==> config.mk <==
export PLATFORM = sky130hd
export DESIGN_NAME = maindec_q_flat
export DESIGN_NICKNAME = d
export VERILOG_FILES = /design/src/rtl/maindec_q_pkg.sv /design/src/rtl/maindec_q_if.sv /design/src/rtl/maindec_q_dec.sv /design/src/rtl/maindec_q.sv /design/src/flat_wrapper.sv
export SDC_FILE = /design/constraint.sdc
export NUM_CORES = 1
export LEC_CHECK = 0
export ABC_CLOCK_PERIOD_IN_PS = 3700
export BUFFER_PORTS_ARGS = -buffer_cell sky130_fd_sc_hd__buf_2
export CORE_AREA = 2 2 117 119
export CTS_BUF_LIST = sky130_fd_sc_hd__clkbuf_8
export DETAILED_ROUTE_END_ITERATION = 10
export DIE_AREA = 0 0 119 121
export GPL_ROUTABILITY_DRIVEN = 0
export PLACE_DENSITY = 0.82
export SLEW_MARGIN = 20
export SYNTH_ARGS = -nofsm -noshare
export SYNTH_HDL_FRONTEND = slang
export SYNTH_SLANG_ARGS = --single-unit
==> constraint.sdc <==
create_clock -name clk -period 3.7 [get_ports clk]
set_input_delay 0 -clock clk [delete_from_list [all_inputs] [get_ports clk]]
set_output_delay 0 -clock clk [all_outputs]
set_load 0.01 [all_outputs]
==> src/rtl/maindec_q_pkg.sv <==
// Shared constants for the queued main decoder: opcodes, control bundle layout, memory size codes.
package maindec_q_pkg;

  localparam int CTRL_W = 13;

  // Bit positions inside the control bundle, MSB first
  localparam int B_REGWRITE    = 12;
  localparam int B_REGDST      = 11;
  localparam int B_ALUSRC      = 10;
  localparam int B_BRANCH      = 9;
  localparam int B_BNE         = 8;
  localparam int B_MEMWRITE    = 7;
  localparam int B_MEMTOREG    = 6;
  localparam int B_JUMP        = 5;
  localparam int B_LINK        = 4;
  localparam int B_ZEXT        = 3;
  localparam int B_MEM_SIZE_HI = 2;
  localparam int B_MEM_SIZE_LO = 1;
  localparam int B_MEM_UNS     = 0;

  localparam logic [1:0] MEM_SIZE_BYTE = 2'd0;
  localparam logic [1:0] MEM_SIZE_HALF = 2'd1;
  localparam logic [1:0] MEM_SIZE_WORD = 2'd2;

  localparam logic [5:0] OP_RTYPE = 6'b000000;
  localparam logic [5:0] OP_J     = 6'b000010;
  localparam logic [5:0] OP_JAL   = 6'b000011;
  localparam logic [5:0] OP_BEQ   = 6'b000100;
  localparam logic [5:0] OP_BNE   = 6'b000101;
  localparam logic [5:0] OP_ADDI  = 6'b001000;
  localparam logic [5:0] OP_ADDIU = 6'b001001;
  localparam logic [5:0] OP_SLTI  = 6'b001010;
  localparam logic [5:0] OP_SLTIU = 6'b001011;
  localparam logic [5:0] OP_ANDI  = 6'b001100;
  localparam logic [5:0] OP_ORI   = 6'b001101;
  localparam logic [5:0] OP_XORI  = 6'b001110;
  localparam logic [5:0] OP_LUI   = 6'b001111;
  localparam logic [5:0] OP_LB    = 6'b100000;
  localparam logic [5:0] OP_LH    = 6'b100001;
  localparam logic [5:0] OP_LW    = 6'b100011;
  localparam logic [5:0] OP_LBU   = 6'b100100;
  localparam logic [5:0] OP_LHU   = 6'b100101;
  localparam logic [5:0] OP_SB    = 6'b101000;
  localparam logic [5:0] OP_SH    = 6'b101001;
  localparam logic [5:0] OP_SW    = 6'b101011;

  typedef struct packed {
    logic       regwrite;
    logic       regdst;
    logic       alusrc;
    logic       branch;
    logic       bne;
    logic       memwrite;
    logic       memtoreg;
    logic       jump;
    logic       link;
    logic       zext;
    logic [1:0] mem_size;
    logic       mem_uns;
  } ctrl_t;

  // Low opcode bits of loads/stores: 00 byte, 01 half, 11 word
  function automatic logic [1:0] mem_size_of(input logic [1:0] op_lo);
    return op_lo[1] ? MEM_SIZE_WORD : (op_lo[0] ? MEM_SIZE_HALF : MEM_SIZE_BYTE);
  endfunction

endpackage

==> src/rtl/maindec_q_if.sv <==
// Producer/consumer bundle of the queued decoder; slave is the decoder, master drives it.
interface maindec_q_if #(
  parameter int PC_W      = 32,
  parameter int ILL_CNT_W = 8
);
  import maindec_q_pkg::*;

  logic                 flush;
  logic                 in_valid;
  logic                 in_ready;
  logic [31:0]          in_instr;
  logic [PC_W-1:0]      in_pc;
  logic                 out_valid;
  logic                 out_ready;
  logic [CTRL_W-1:0]    out_ctrl;
  logic [PC_W-1:0]      out_pc;
  logic [31:0]          out_instr;
  logic                 out_illegal;
  logic [ILL_CNT_W-1:0] ill_cnt;

  modport master (
    output flush, in_valid, in_instr, in_pc, out_ready,
    input  in_ready, out_valid, out_ctrl, out_pc, out_instr, out_illegal, ill_cnt
  );

  modport slave (
    input  flush, in_valid, in_instr, in_pc, out_ready,
    output in_ready, out_valid, out_ctrl, out_pc, out_instr, out_illegal, ill_cnt
  );

endinterface

==> src/rtl/maindec_q_dec.sv <==
// Combinational MIPS main decoder: instruction word -> extended control bundle and illegal flag.
module maindec_q_dec
  import maindec_q_pkg::*;
(
  input  logic [31:0]       instr,
  output logic [CTRL_W-1:0] ctrl,
  output logic              illegal
);

  logic [5:0] op;
  ctrl_t      c;
  logic       unused_bits;

  assign op          = instr[31:26];
  assign unused_bits = ^instr[25:0];

  always_comb begin
    c       = '0;
    illegal = 1'b0;
    case (op)
      OP_RTYPE: begin
        c.regwrite = 1'b1;
        c.regdst   = 1'b1;
      end
      OP_ADDI, OP_ADDIU, OP_SLTI, OP_SLTIU: begin
        c.regwrite = 1'b1;
        c.alusrc   = 1'b1;
      end
      OP_ANDI, OP_ORI, OP_XORI, OP_LUI: begin
        c.regwrite = 1'b1;
        c.alusrc   = 1'b1;
        c.zext     = 1'b1;
      end
      OP_LB, OP_LH, OP_LW, OP_LBU, OP_LHU: begin
        c.regwrite = 1'b1;
        c.alusrc   = 1'b1;
        c.memtoreg = 1'b1;
        c.mem_size = mem_size_of(op[1:0]);
        c.mem_uns  = op[2];
      end
      OP_SB, OP_SH, OP_SW: begin
        c.alusrc   = 1'b1;
        c.memwrite = 1'b1;
        c.mem_size = mem_size_of(op[1:0]);
      end
      OP_BEQ: c.branch = 1'b1;
      OP_BNE: begin
        c.branch = 1'b1;
        c.bne    = 1'b1;
      end
      OP_J:   c.jump = 1'b1;
      OP_JAL: begin
        c.jump     = 1'b1;
        c.link     = 1'b1;
        c.regwrite = 1'b1;
      end
      default: illegal = 1'b1;
    endcase
  end

  assign ctrl = c;

endmodule

==> src/rtl/maindec_q.sv <==
// Queued main decoder: decodes on push, holds {ctrl, illegal, pc, instr} in a DEPTH-entry FIFO.
// Optional MAINDEC_ILLEGAL_CNT_EN adds a saturating count of pushed illegal opcodes.
module maindec_q
  import maindec_q_pkg::*;
#(
  parameter int DEPTH     = 2,
  parameter int PC_W      = 32,
  parameter int ILL_CNT_W = 8
) (
  input  logic           clk,
  input  logic           rst,
  maindec_q_if.slave     bus
);

  localparam int PTR_W = $clog2(DEPTH);
  localparam logic [PTR_W:0] FULL_CNT = DEPTH[PTR_W:0];

  typedef struct packed {
    logic [CTRL_W-1:0] ctrl;
    logic              illegal;
    logic [PC_W-1:0]   pc;
    logic [31:0]       instr;
  } entry_t;

  entry_t            storage_reg [DEPTH];
  logic [PTR_W-1:0]  wr_ptr_reg;
  logic [PTR_W-1:0]  rd_ptr_reg;
  logic [PTR_W:0]    count_reg;

  logic [CTRL_W-1:0] dec_ctrl;
  logic              dec_illegal;
  logic              full;
  logic              empty;
  logic              push;
  logic              pop;
  entry_t            head;

  maindec_q_dec u_dec (
    .instr   (bus.in_instr),
    .ctrl    (dec_ctrl),
    .illegal (dec_illegal)
  );

  assign full  = (count_reg == FULL_CNT);
  assign empty = (count_reg == '0);
  // in_ready depends only on occupancy, never on out_ready
  assign push  = bus.in_valid & ~full;
  assign pop   = bus.out_ready & ~empty;

  always_ff @(posedge clk) begin
    if (push) begin
      storage_reg[wr_ptr_reg] <= {dec_ctrl, dec_illegal, bus.in_pc, bus.in_instr};
    end
  end

  always_ff @(posedge clk or posedge rst) begin
    if (rst) begin
      wr_ptr_reg <= '0;
      rd_ptr_reg <= '0;
      count_reg  <= '0;
    end else if (bus.flush) begin
      wr_ptr_reg <= '0;
      rd_ptr_reg <= '0;
      count_reg  <= '0;
    end else begin
      if (push) wr_ptr_reg <= wr_ptr_reg + 1'b1;
      if (pop)  rd_ptr_reg <= rd_ptr_reg + 1'b1;
      case ({push, pop})
        2'b10:   count_reg <= count_reg + 1'b1;
        2'b01:   count_reg <= count_reg - 1'b1;
        default: count_reg <= count_reg;
      endcase
    end
  end

  assign head = storage_reg[rd_ptr_reg];

  // Head fields are masked while empty so stale storage never leaks out
  assign bus.in_ready    = ~full;
  assign bus.out_valid   = ~empty;
  assign bus.out_ctrl    = empty ? '0 : head.ctrl;
  assign bus.out_pc      = empty ? '0 : head.pc;
  assign bus.out_instr   = empty ? '0 : head.instr;
  assign bus.out_illegal = empty ? 1'b0 : head.illegal;

`ifdef MAINDEC_ILLEGAL_CNT_EN
  logic [ILL_CNT_W-1:0] ill_cnt_reg;

  // Pushes discarded by flush are not counted
  always_ff @(posedge clk or posedge rst) begin
    if (rst) begin
      ill_cnt_reg <= '0;
    end else if (push && !bus.flush && dec_illegal && !(&ill_cnt_reg)) begin
      ill_cnt_reg <= ill_cnt_reg + 1'b1;
    end
  end

  assign bus.ill_cnt = ill_cnt_reg;
`else
  assign bus.ill_cnt = '0;
`endif

endmodule

==> src/flat_wrapper.sv <==
// flat-port wrapper written by rule: the top's interface ports become plain ports
module maindec_q_flat import maindec_q_pkg::*;
#(
  parameter int DEPTH     = 2,
  parameter int PC_W      = 32,
  parameter int ILL_CNT_W = 8
)
  (clk, rst, bus_flush, bus_in_valid, bus_in_instr, bus_in_pc, bus_out_ready, bus_in_ready, bus_out_valid, bus_out_ctrl, bus_out_pc, bus_out_instr, bus_out_illegal, bus_ill_cnt);
  maindec_q_if #(.PC_W(PC_W), .ILL_CNT_W(ILL_CNT_W)) bus_i ();
  input  logic clk;
  input  logic rst;
  input wire logic [$bits(bus_i.flush)-1:0] bus_flush;
  input wire logic [$bits(bus_i.in_valid)-1:0] bus_in_valid;
  input wire logic [$bits(bus_i.in_instr)-1:0] bus_in_instr;
  input wire logic [$bits(bus_i.in_pc)-1:0] bus_in_pc;
  input wire logic [$bits(bus_i.out_ready)-1:0] bus_out_ready;
  output wire logic [$bits(bus_i.in_ready)-1:0] bus_in_ready;
  output wire logic [$bits(bus_i.out_valid)-1:0] bus_out_valid;
  output wire logic [$bits(bus_i.out_ctrl)-1:0] bus_out_ctrl;
  output wire logic [$bits(bus_i.out_pc)-1:0] bus_out_pc;
  output wire logic [$bits(bus_i.out_instr)-1:0] bus_out_instr;
  output wire logic [$bits(bus_i.out_illegal)-1:0] bus_out_illegal;
  output wire logic [$bits(bus_i.ill_cnt)-1:0] bus_ill_cnt;
  assign bus_i.flush = bus_flush;
  assign bus_i.in_valid = bus_in_valid;
  assign bus_i.in_instr = bus_in_instr;
  assign bus_i.in_pc = bus_in_pc;
  assign bus_i.out_ready = bus_out_ready;
  assign bus_in_ready = bus_i.in_ready;
  assign bus_out_valid = bus_i.out_valid;
  assign bus_out_ctrl = bus_i.out_ctrl;
  assign bus_out_pc = bus_i.out_pc;
  assign bus_out_instr = bus_i.out_instr;
  assign bus_out_illegal = bus_i.out_illegal;
  assign bus_ill_cnt = bus_i.ill_cnt;
  maindec_q #(.DEPTH(DEPTH), .PC_W(PC_W), .ILL_CNT_W(ILL_CNT_W)) u_core (.clk(clk), .rst(rst), .bus(bus_i));
endmodule
==> impl_summary.log, run 1 <==
INFO  metric cts.clk_slew.worst_paths = 0.08 ns
INFO  metric grt_pass1_vias = 4001
INFO  metric maxClockFrequency = 401 MHz
INFO  metric largest_register_ff_count = 156
INFO  metric drt.antenna.violating_nets = 0
INFO  metric grt_setup_unrepaired = false
INFO  metric fp.dieArea = 14400 µm²
INFO  metric detailedPlacementHpwl = 7400 µm
INFO  metric post-route-drc-count = 0
INFO  metric start_util = 49.1%
INFO  metric layout_commonest_cell = edfxtp_1
INFO  metric crit_path_top_delay_cell = clkinv_2
INFO  metric layout_worst_path_cycle_share = 67.4%
INFO  metric origin_of_the_critical_flop_to_flop_path = u_core.count_reg[0]$_DFFE_PP0P_
INFO  metric syn_avg_cell_area = 15.9 µm²
INFO  metric die_h = 121 µm
INFO  metric setup_viol_count_final = 0
INFO  metric max_stage_delay = 0.73 ns
INFO  metric drv_slew = 0
INFO  metric cts_tree = done
INFO  metric cts_max_path_buffers = 2
INFO  metric ys.warnings.count = 0
INFO  metric mappedNetlistArea = 6420 µm²
INFO  metric dp_cells = 707
INFO  metric grt_max_degree = 79
INFO  metric final-hold-violation-count = 0
INFO  metric setup_repair_bufs_after_cts = 0
INFO  metric worst-setup-path-type = reg -> reg
INFO  metric drt-wirelength-per-cell = 15.7 µm
INFO  metric power-per-cell-area = 471 nW/µm²
INFO  metric cp_data_arrival_time = 2.65 ns
INFO  metric floorplan.io_pins = 157
INFO  metric wire_length_of_the_first_global_routing_pass = 19700 µm
INFO  metric first_pass_iters = 4
INFO  metric critical_path_capture_point_type = register
INFO  metric gr-total-overflow = 0
INFO  metric run_status = finished, final reports clean
INFO  metric syn_inst = 403
INFO  metric wire_length_on_met3 = 688 µm
INFO  metric reg2reg_setup_slack = 1.21 ns
INFO  metric min-delay-start = bus_in_pc[22]
INFO  metric area.growth.synth_to_final = 30.9%
INFO  metric timing.critical_path.cells = nand2b_1, nand3b_1, clkinv_2, buf_4
INFO  metric timing.final.crit_period = 2.49 ns
INFO  metric stdcell_count = 809
INFO  metric finClkSkew = 0.00654 ns
INFO  metric vdd.ir_drop.worst = 242 µV
INFO  metric clock-root-buffer = clkbuf_8
INFO  metric mostFrequentLayoutCells = 156 x edfxtp_1, 148 x buf_2, 81 x nor2_1, 80 x mux2i_1, 70 x dlygate4sd3_1
INFO  metric detailedRoute.firstIterationViolations = 265
INFO  metric horiz_die_dim = 119 µm
INFO  metric routed.top_layer = met4
INFO  metric final_core_util = 64.2%
INFO  metric maxCapViolCount = 0
INFO  metric total_routed_wire_length_on_the_met1_layer = 5280 µm
INFO  metric diodes = 0
INFO  metric wirelength = 12700 µm
INFO  metric whs_endpoint = u_core.storage_reg[0][54]$_DFFE_PP_
INFO  metric crit_fanout = 53
INFO  metric grtUsageTotal = 18.0%
INFO  metric share_of_final_layout_standard_cells_stronger_than_drive_strength_1 = 29.4%
INFO  metric crit_path_start_kind = register
INFO  metric rr_endpoint = u_core.storage_reg[0][70]$_DFFE_PP_
INFO  metric sequential_area_share_after_synthesis = 74.5%
INFO  metric setup-tns-final = 0 ns
INFO  metric tritoncts.num_buffers = 17
INFO  metric worst_r2r_path_depth = 4
INFO  metric antenna_found_initial = 0
INFO  metric cell_depth_of_the_worst_min_delay_path = 2
INFO  metric numPortBuffers = 148
INFO  metric clock_latency = 0.43 ns
INFO  metric cp.required = 3.86 ns
INFO  metric std_cell_rows = 42
INFO  metric core_region_area = 13100 µm²
INFO  metric number_of_nets_in_the_finished_design = 690
INFO  metric flop_and_latch_count_out_of_synthesis = 160
INFO  metric vias_per_cell = 4.91
INFO  metric h-tree-depth = 4
INFO  metric min_path_type = in -> reg
INFO  metric ys_types = 34
INFO  metric num_vias = 3976
INFO  metric met2WireLength = 6590 µm
INFO  metric timing.slew.headroom = 30.8%
INFO  metric timing_worst_slew_pin_value = 1.04 ns
INFO  metric cts.sinks = 160
INFO  metric total_leakage_power = 0.00322 µW
## where the power goes
part	internal, µW	switching (µW)	total (µW)
sequential	2100	45.0	2150
clock	718	593	1310
combinational	228	275	503
## layer usage
metal  vias up  global-route usage (%)
met3        15                    4.75
met2       141                    31.5
met1      1919                    21.3
li1       1901                       -
met5         -                       0
met4         0                    6.99
## synthesized netlist by cell type, drive strengths merged
master | instances | share of area, %
a21bo | 1 | 0.16
and3 | 2 | 0.19
a31oi | 1 | 0.097
nor3b | 3 | 0.35
o21ai | 2 | 0.16
o211ai | 1 | 0.12
dfrtp | 4 | 1.6
nor3 | 5 | 0.39
nor4 | 3 | 0.39
edfxtp | 156 | 73
mux2i | 80 | 12
nand2b | 6 | 0.58
or2 | 1 | 0.097
xor2 | 1 | 0.14
buf | 27 | 3.0
clkbuf | 3 | 0.18
a21oi | 5 | 0.39
nor2 | 82 | 4.8
o41ai | 2 | 0.39
nand2 | 2 | 0.12
conb | 1 | 0.058
a21o | 3 | 0.35
nand3b | 3 | 0.35
inv | 5 | 0.29
nor2b | 3 | 0.33
and2 | 1 | 0.097
## worst max-delay path by stage
stage                                    start                                  end  depth (start not counted)
2_1_floorplan  u_core.count_reg[0]$_DFFE_PP0P_   u_core.storage_reg[1][0]$_DFFE_PP_                          2
3_3_place_gp   u_core.count_reg[0]$_DFFE_PP0P_  u_core.storage_reg[0][70]$_DFFE_PP_                          4
3_5_place_dp   u_core.count_reg[0]$_DFFE_PP0P_  u_core.storage_reg[0][70]$_DFFE_PP_                          4
4_1_cts        u_core.count_reg[0]$_DFFE_PP0P_  u_core.storage_reg[0][70]$_DFFE_PP_                          4
5_1_grt        u_core.count_reg[0]$_DFFE_PP0P_  u_core.storage_reg[0][70]$_DFFE_PP_                          4
6_report       u_core.count_reg[0]$_DFFE_PP0P_  u_core.storage_reg[0][70]$_DFFE_PP_                          4
## kinds of logic (layout without fill, tap and decap cells)
family	after synthesis	count (layout)	share of synthesized area, %
buffers and inverters	35	258	3.43
AND/OR/NAND/NOR	111	111	7.74
AO/OA/AOI/OAI	15	15	1.66
multiplexers	80	80	12.5
XOR/XNOR	1	1	0.136
other	1	8	0.0584
flip-flops	160	160	74.5
## worst max-delay path: cells and delay by family, from the launching register on
kind,cells,cell delay [ns]
simple gates,2,0.42
buf+inv,2,1.29
flops,1,0.47
## cell type report
| class | instances | area (µm²) |
|---|---|---|
| well taps | 176 | 220 |
| clock inverters | 14 | 175 |
| repair buffers | 222 | 1520 |
| multi-input cells | 215 | 1450 |
| fillers | 983 | 4680 |
| clock buffers | 17 | 234 |
| flip-flops and latches | 160 | 4790 |
| inverters | 5 | 20.0 |
## what timing repair did
| item | in CTS | in global routing |
|---|---|---|
| endpoints found under the hold margin | 140 | 0 |
| gates resized for setup | 0 | 0 |
| setup endpoints to repair | 0 | 0 |
| hold buffers | 70 | 0 |
## stage by stage
step                      total power (µW)  hold slack, ns  setup WS [ns]  area [µm²]
after floorplan                       2460          -0.234          0.702        6450
final                                 3960           0.286           1.21        8410
after global placement                2610          -0.106           1.31        7270
after CTS                             4000           0.236           1.12        8380
after detailed placement              2630          -0.107           1.14        7270
after global routing                  4120           0.257           1.01        8410
Power figures use the tool's default switching activity.
==> inputs of run 2 (changes only) <==
--- a/config.mk
+++ b/config.mk
@@ -5,7 +5,7 @@
 export SDC_FILE = /design/constraint.sdc
 export NUM_CORES = 1
 export LEC_CHECK = 0
-export ABC_CLOCK_PERIOD_IN_PS = 3700
+export ABC_CLOCK_PERIOD_IN_PS = 2300
 export BUFFER_PORTS_ARGS = -buffer_cell sky130_fd_sc_hd__buf_2
 export CORE_AREA = 2 2 117 119
 export CTS_BUF_LIST = sky130_fd_sc_hd__clkbuf_8
==> constraint.sdc (replaced) <==
create_clock -name clk -period 2.3 [get_ports clk]
set_input_delay 0 -clock clk [delete_from_list [all_inputs] [get_ports clk]]
set_output_delay 0 -clock clk [all_outputs]
set_load 0.01 [all_outputs]
==> impl_summary.log, run 2 (synthesis results as in run 1) <==
INFO  metric share_of_final_layout_standard_cells_stronger_than_drive_strength_1 = 30.3%
INFO  metric min_path_type = in -> reg
INFO  metric crit_fanout = 15
INFO  metric mostFrequentLayoutCells = 156 x edfxtp_1, 148 x buf_2, 81 x nor2_1, 80 x mux2i_1, 70 x dlygate4sd3_1
INFO  metric pre_cts_ws = 0.490 ns
INFO  metric start_util = 49.1%
INFO  metric setup_repair_bufs_after_cts = 0
INFO  metric core_region_area = 13100 µm²
INFO  metric num_vias = 4043
INFO  metric maxClockFrequency = 535 MHz
INFO  metric fp.dieArea = 14400 µm²
INFO  metric multi_input_comb_area = 1460 µm²
INFO  metric number_of_nets_in_the_finished_design = 695
INFO  metric crit_path_start_kind = register
INFO  metric drt-wirelength-per-cell = 16.1 µm
INFO  metric layout_worst_path_cycle_share = 81.3%
INFO  metric timing.critical_path.cells = buf_4, mux2i_1, nor2_1, buf_2
INFO  metric cp_data_arrival_time = 1.87 ns
INFO  metric grt_pass1_vias = 4107
INFO  metric vdd.ir_drop.worst = 482 µV
INFO  metric timing.critical_path.max_delay_family = flip-flops
INFO  metric cts.sinks = 160
INFO  metric vias_per_cell = 4.97
INFO  metric cts_tree = done
INFO  metric worst-path-buf-inv = 2
INFO  metric cp.required = 2.30 ns
INFO  metric numPortBuffers = 148
INFO  metric gr-total-overflow = 0
INFO  metric cts.clk_slew.worst_paths = 0.08 ns
INFO  metric wirelength = 13100 µm
INFO  metric grt_setup_unrepaired = false
INFO  metric maxCapViolCount = 0
INFO  metric diodes = 0
INFO  metric horiz_die_dim = 119 µm
INFO  metric largest_register_ff_count = 156
INFO  metric antenna_found_initial = 0
INFO  metric critical_path_capture_point_type = output pin
INFO  metric worst-setup-path-type = reg -> out
INFO  metric run_status = finished, final reports clean
INFO  metric floorplan.io_pins = 157
INFO  metric std_cell_rows = 42
INFO  metric finClkSkew = 0.00797 ns
INFO  metric detailedRoute.firstIterationViolations = 254
INFO  metric crit_path_top_delay_cell = dfrtp_4
INFO  metric cts_max_path_buffers = 2
INFO  metric postLayoutSetupSlackWorst = 0.430 ns
INFO  metric first_pass_iters = 4
INFO  metric power-per-cell-area = 722 nW/µm²
INFO  metric sequential_standard_cell_area = 4790 µm²
INFO  metric setup-tns-final = 0 ns
INFO  metric tritoncts.num_buffers = 17
INFO  metric grt_max_degree = 49
INFO  metric h-tree-depth = 4
INFO  metric die_h = 121 µm
INFO  metric area.growth.synth_to_final = 30.6%
INFO  metric cts_hold_buf = 70
INFO  metric timing.final.crit_period = 1.87 ns
INFO  metric total_leakage_power = 0.00321 µW
INFO  metric clock_latency = 0.45 ns
INFO  metric drt.antenna.violating_nets = 0
INFO  metric final-hold-violation-count = 0
INFO  metric post-route-drc-count = 0
INFO  metric setup_viol_count_final = 0
INFO  metric place_area = 7350 µm²
INFO  metric post_cts.resized_instances = 0
INFO  metric detailedPlacementHpwl = 7910 µm
INFO  metric grtUsageTotal = 18.5%
INFO  metric max_stage_delay = 0.62 ns
INFO  metric fillCellCount = 934
INFO  metric layout_commonest_cell = edfxtp_1
INFO  metric finalInstanceArea = 8390 µm²
INFO  metric wire_length_of_the_first_global_routing_pass = 20100 µm
INFO  metric drv_slew = 0
INFO  metric clock-root-buffer = clkbuf_8
==> run 2: cell type report <==
cell class                 count  area share, %
inverter                       5          0.268
sequential                   160           57.1
clock inverter                14           1.24
tap                          176           2.63
timing repair buffer         227           18.6
clock buffer                  17           2.79
multi-input combinational    215           17.4
==> run 2: layer usage <==
metal	GRT usage [%]	share of wire, %	up-vias
li1	-	-	1903
met3	4.84	4.7	23
met5	0	0	-
met1	21.5	41	1981
met4	7.74	1.9	0
met2	32.6	52	136
==> run 2: worst register-to-register path: stages (launching register included) <==
cell        delay [ns]
dfrtp_1           0.47
nand2b_4          0.20
nand3b_1          0.16
clkinvlp_4        0.37
buf_12            0.33
==> run 2: path summary, 6_finish.rpt <==
check,cells after the start,to,slack [ns],from
max in group asynchronous,4,u_core.rd_ptr_reg$_DFFE_PP0P_,1.57,rst
max,4,bus_out_pc[7],0.43,u_core.rd_ptr_reg$_DFFE_PP0P_
max reg2reg,4,u_core.storage_reg[0][26]$_DFFE_PP_,0.51,u_core.count_reg[0]$_DFFE_PP0P_
min in group asynchronous,4,u_core.wr_ptr_reg$_DFFE_PP0P_,0.55,rst
min,2,u_core.storage_reg[0][22]$_DFFE_PP_,0.27,bus_in_instr[22]
min reg2reg,2,u_core.count_reg[1]$_DFFE_PP0P_,0.71,u_core.count_reg[0]$_DFFE_PP0P_
==> run 2: through the flow <==
stage / hold WS (ns) / power [µW] / instances / util, %
finish: 0.268 / 6060 / 814 / 64.1
global placement: -0.106 / 4220 / 713 / 56.2
floorplan: -0.234 / 3960 / 410 / -
CTS: 0.238 / 6100 / 814 / 64.1
detailed placement: -0.101 / 4250 / 713 / 56.2
global route: 0.247 / 6300 / 814 / 64.1
==> run 2: power breakdown <==
part	switching (µW)	leakage (µW)	internal, µW
clock network	952	0.000170	823
logic	467	0.00153	377
registers	56.7	0.00150	3380
total	1480	0.00321	4580
